--- src/rtl/send_word_scheduler_pkg.sv ---
// Shared definitions for the send word scheduler: FSM encoding, byte width
// and a counter-width helper.
package send_word_scheduler_pkg;

   localparam int BYTE_W = 8;

   typedef logic [0:0] state_t;

   localparam state_t ST_IDLE = 1'b0;
   localparam state_t ST_SEND = 1'b1;

   // Width of a counter that must hold 0..n-1, never narrower than one bit.
   function automatic int cnt_width(input int n);
      return (n > 1) ? $clog2(n) : 1;
   endfunction

endpackage

--- src/rtl/send_word_scheduler_rr_arbiter2.sv ---
// Two-way round-robin arbiter. A lone requester always wins; on a tie the
// requester that was not granted last time wins. Purely combinational.
module rr_arbiter2 (
   input  logic [1:0] req,
   input  logic       last_grant,
   input  logic       enable,
   output logic       grant_valid,
   output logic       grant_idx
);

   // Pick the winner; the index is only meaningful while grant_valid is high.
   always_comb begin
      grant_valid = enable && (req != 2'b00);
      grant_idx   = 1'b0;
      if (req == 2'b11) begin
         grant_idx = ~last_grant;
      end else begin
         grant_idx = req[1];
      end
   end

endmodule

--- src/rtl/send_word_scheduler.sv ---
// Shares one byte-wide UART transmitter between two word requesters.
// A granted word is sent MSB byte first; after its last byte a one-cycle
// completion strobe reports the word and the requester it came from.
module send_word_scheduler
   import send_word_scheduler_pkg::*;
#(
   parameter int WORD_W = 32
) (
   input  logic              clk,
   input  logic              xreset,
   input  logic              in_valid0,
   input  logic [WORD_W-1:0] in_data0,
   output logic              in_ready0,
   input  logic              in_valid1,
   input  logic [WORD_W-1:0] in_data1,
   output logic              in_ready1,
   output logic              tx_valid,
   output logic [7:0]        tx_data,
   input  logic              tx_ready,
   output logic              busy,
   output logic              send_enable,
   output logic [WORD_W-1:0] send_data,
   output logic              send_src
);

   localparam int NBYTES = WORD_W / BYTE_W;
   localparam int CNT_W  = cnt_width(NBYTES);
   localparam logic [CNT_W-1:0] LAST_CNT = CNT_W'(NBYTES - 1);

   state_t              state_reg;
   logic [WORD_W-1:0]   shift_reg;
   logic [WORD_W-1:0]   word_reg;
   logic                src_reg;
   logic                last_grant_reg;
   logic [CNT_W-1:0]    byte_cnt_reg;

   logic                grant_valid;
   logic                grant_idx;
   logic [WORD_W-1:0]   grant_word;
   logic                xfer;
   logic                last_xfer;

   rr_arbiter2 u_arb (
      .req         ({in_valid1, in_valid0}),
      .last_grant  (last_grant_reg),
      .enable      (state_reg == ST_IDLE),
      .grant_valid (grant_valid),
      .grant_idx   (grant_idx)
   );

   assign in_ready0  = grant_valid && !grant_idx;
   assign in_ready1  = grant_valid &&  grant_idx;
   assign grant_word = grant_idx ? in_data1 : in_data0;

   assign busy      = (state_reg == ST_SEND);
   assign tx_valid  = busy;
   assign tx_data   = busy ? shift_reg[WORD_W-1 -: BYTE_W] : 8'h00;
   assign xfer      = busy && tx_ready;
   assign last_xfer = xfer && (byte_cnt_reg == LAST_CNT);

   // Accept a granted word in IDLE, then shift it out one byte per transfer.
   always_ff @(posedge clk) begin
      if (!xreset) begin
         state_reg      <= ST_IDLE;
         shift_reg      <= '0;
         word_reg       <= '0;
         src_reg        <= 1'b0;
         last_grant_reg <= 1'b1;
         byte_cnt_reg   <= '0;
      end else begin
         case (state_reg)
            ST_IDLE: begin
               if (grant_valid) begin
                  shift_reg      <= grant_word;
                  word_reg       <= grant_word;
                  src_reg        <= grant_idx;
                  last_grant_reg <= grant_idx;
                  byte_cnt_reg   <= '0;
                  state_reg      <= ST_SEND;
               end
            end
            ST_SEND: begin
               if (last_xfer) begin
                  state_reg <= ST_IDLE;
               end else if (xfer) begin
                  shift_reg    <= shift_reg << BYTE_W;
                  byte_cnt_reg <= byte_cnt_reg + CNT_W'(1);
               end
            end
            default: state_reg <= ST_IDLE;
         endcase
      end
   end

   // Completion strobe: one cycle after the final byte, reporting the word.
   always_ff @(posedge clk) begin
      if (!xreset) begin
         send_enable <= 1'b0;
         send_data   <= '0;
         send_src    <= 1'b0;
      end else begin
         send_enable <= last_xfer;
         if (last_xfer) begin
            send_data <= word_reg;
            send_src  <= src_reg;
         end
      end
   end

endmodule

--- config.mk ---
export PLATFORM = sky130hd
export DESIGN_NAME = send_word_scheduler
export DESIGN_NICKNAME = d
export VERILOG_FILES = /design/src/rtl/send_word_scheduler_pkg.sv /design/src/rtl/send_word_scheduler_rr_arbiter2.sv /design/src/rtl/send_word_scheduler.sv
export SDC_FILE = /design/constraint.sdc
export NUM_CORES = 1
export LEC_CHECK = 0
export ABC_CLOCK_PERIOD_IN_PS = 3800
export CAP_MARGIN = 30
export CORE_MARGIN = 4
export CORE_UTILIZATION = 50
export DETAILED_ROUTE_END_ITERATION = 16
export GPL_ROUTABILITY_DRIVEN = 0
export PLACE_DENSITY_LB_ADDON = 0.05
export REMOVE_ABC_BUFFERS = 1
export SLEW_MARGIN = 20
export SYNTH_ARGS = -nofsm -noshare
export SYNTH_HDL_FRONTEND = slang
export SYNTH_SLANG_ARGS = --single-unit
--- constraint.sdc ---
create_clock -name clk -period 3.8 [get_ports clk]
set_input_delay 0.95 -clock clk [delete_from_list [all_inputs] [get_ports clk]]
set_output_delay 0.95 -clock clk [all_outputs]
set_load 0.01 [all_outputs]
==> reports/qor.csv <==
stage,metric,value,unit
timing,setup violators final,0,
logic_synthesis,Most used DFF post-synth,dfxtp_1,
logic_synthesis,Synth Instances,556,
timing,Worst Max-Slew Pin Slew,871,ps
cells_and_area,Area growth syn-to-layout,29.4,%
drt,vias per cell,5.58,
drt,DR WL/cell,15.8,um
cells_and_area,Ant. Diodes,0,
drt,drt pass-1 iters,5,
global_route,first-pass GRT wire length,19.5,mm
logic_synthesis,Synth cell types,31,
global_route,GR Util met2,0.355,
critical_path,peak fanout along the critical path,6,
critical_path,Worst setup SP type,input pin,
clock_network,CTS Sinks,103,
power_and_ir_drop,Flop pwr share,0.506,
placed_design,Port Buffers,114,
timing,"Hold Vio Cnt, Final",0,
critical_path,CP max stage cell,clkdlybuf4s50_1,
power_and_ir_drop,Peak VDD IR,0.185,mV
timing,Slew Limit Fails,0,
drt,final wirelength,11.9,mm
power_and_ir_drop,Clock power frac,0.331,
clock_network,Clock transition at path regs,100,ps
global_route,GRT Util Overall,0.217,
clock_network,CTS HTree Levels,3,
floorplan,io pins,115,
timing,f_max,288,MHz
power_and_ir_drop,Int Pwr,1790,uW
power_and_ir_drop,Logic pwr share,0.163,
min_path,Hold Path Class,flip-flop to flip-flop,
critical_path,worst path arrival time,2530,ps
clock_network,total CTS buffers,9,
logic_synthesis,asr flop ratio synth,0,
floorplan,initial core utilization,0.521,
clock_network,cts hold-fix bufs,0,
global_route,grt ovf,0,
clock_network,Bufs on Longest Clock Path,2,
floorplan,row cnt,34,
logic_synthesis,register area share after synthesis,0.447,
floorplan,Die X-Extent,104,um
cells_and_area,Layout Cells excl Fill,752,
drt,Antenna Nets Post-Route,0,
global_route,met3 capacity usage during global routing,0.0335,
global_route,GRT Max-Usage Layer,met2,
clock_network,Worst-Skew Late Latency,360,ps
global_route,met1 usage,0.295,
timing,Slew HR,0.419,
clock_network,Root Driver,clkbuf_8,
clock_network,post-CTS setup buffers,0,
critical_path,CP cell instances,clkdlybuf4s50_1 -> a21bo_2 -> nor2_1 -> clkdlybuf4s50_1,
global_route,number of global-route vias before repair,3998,
power_and_ir_drop,Pwr Density,401,mW/mm^2
drt,via count,4194,
power_and_ir_drop,sw frac,0.252,
cells_and_area,share of cells above drive strength 1,0.0512,
timing,Fin Hold WS,462,ps
drt,DRC viols,0,
power_and_ir_drop,Net Switching,604,uW
clock_network,CTS tree,yes,
job,max cap viols,0,
logic_synthesis,Post-synth EDFFs,0,
placed_design,dpl cells,737,
critical_path,CP peak stage delay,600,ps
status,outcome,completed,
critical_path,WP data required,2850,ps
timing,RSZ-0062 raised after global routing,false,
timing,final period demand of the worst path,3480,ps
logic_synthesis,"Warnings, synthesis",0,
floorplan,Die ar.,0.0108,mm^2
logic_synthesis,"flops & latches, synth",103,
cells_and_area,post-route design area,0.00597,mm^2
logic_synthesis,Post-Syn Area per Cell,8.30,um^2
timing,Tcrit/Tclk final,0.915,
global_route,largest net degree at the start of global routing,77,
clock_network,"Gates resized, CTS repair",0,
critical_path,CP endpoint kind,primary output,
timing,Clock Skews,13.7,ps
floorplan,chip height,104,um
power_and_ir_drop,Leakage,0.00220,uW
critical_path,Setup CP Type,input pin to primary output,
drt,Iter 0 DRT Violations,237,
global_route,initial antenna violation count,0,
cells_and_area,Total Nets Final,710,
critical_path,CP dominant cell by count,clkdlybuf4s50_1,
placed_design,area post-placement,0.00574,mm^2
placed_design,Detailed Place HPWL,7.79,mm
floorplan,CORE AREA,0.00885,mm^2
critical_path,family with the most delay on the worst path,buffers and inverters,
logic_synthesis,area of the mapped netlist,0.00461,mm^2
critical_path,worst path buffer plus inverter count,2,
==> routing by layer <==
metal  vias to the layer above  routed length [um]
li1                       2087                   -
met3                         8                 750
met4                         0                  97
met1                      1964                5520
met2                       135                5530
met5                         -                   0
==> cell usage in the layout (no fill, tap or decap), drive strengths merged, types with 2 or more instances in the layout <==
cell type and count:
a21boi 36, clkdlybuf4s50 113, nor2 51, clkbuf 11, and3 3, o2bb2ai 8
nand3 2, buf 13, nand2 106, o21a 2, and2 10, dfxtp 103
a21oi 49, nand2b 26, inv 2, a32o 24, a31oi 8, bufinv 3
mux2i 24, a32oi 8, o21ai 33
==> per-stage QoR <==
stage | worst slack [ps] | utilization | power, uW | setup TNS [ps]
detailed placement | 322 | 0.649 | 1630 | 0
global route | 263 | 0.675 | 2510 | 0
floorplan | -71.1 | - | 1440 | -71.1
CTS | 314 | 0.675 | 2410 | 0
finish | 322 | 0.675 | 2390 | 0
global placement | 338 | 0.648 | 1610 | 0
==> logic make-up (layout without fill, tap and decap cells) <==
group,count (synthesis),after routing,synth area share
AOI/OAI and AO/OA,172,172,0.254
adders and majority gates,1,1,0.00271
buffers and inverters,55,143,0.0570
DFF,103,103,0.447
muxes,24,24,0.0521
and+or+nand+nor,201,201,0.188
==> worst register-to-register path: stages (launching register included) <==
cell,delay (ps)
dfxtp_4,830
o21bai_2,270
buf_4,370
a21boi_2,260
buf_6,230
a32o_1,240
==> power by group through the flow <==
| stage | logic, uW | clock network, uW | registers (uW) |
|---|---|---|---|
| 2_1_floorplan | 219 | 0 | 1220 |
| 3_3_place_gp | 379 | 0 | 1230 |
| 3_5_place_dp | 391 | 0 | 1240 |
| 4_1_cts | 393 | 806 | 1210 |
| 5_1_grt | 434 | 855 | 1220 |
| 6_report | 391 | 792 | 1210 |
==> path summary, 6_finish.rpt <==
check | startpoint | to | cells past startpoint | slack, ps
worst max-delay path | in_valid1 | in_ready1 | 4 | 320
worst min-delay path | word_reg[16] | send_data[16] | 2 | 460
worst max register to register | busy | shift_reg[24] | 5 | 1510
worst min register to register | word_reg[16] | send_data[16] | 2 | 460
==> cell usage after synthesis, types with 3 or more instances <==
library cell  count  area (um^2)
nor2_1           51          191
and2_1           10         62.6
nand2b_1         26          163
mux2i_1          24          240
a32o_1           24          240
a21boi_0         34          255
clkbuf_1         22         82.6
nand2_1         106          398
a21oi_1          49          245
o2bb2ai_1         8         70.1
a31oi_1           8         50.1
buf_4             3         22.5
buf_2            24          120
and3_1            3         18.8
o21ai_0          33          165
a32oi_1           8         70.1
dfxtp_1         103         2060
==> final cells by class <==
class | count | area [um^2]
Timing Repair Buffer | 126 | 1230
Tap cell | 108 | 135
Clock buffer | 11 | 131
Sequential cell | 103 | 2070
Fill cell | 781 | 2880
Multi-Input combinational cell | 398 | 2300
Inverter | 2 | 7.51
Clock inverter | 4 | 95.1
Note: power is estimated with default switching activity, not from simulation.
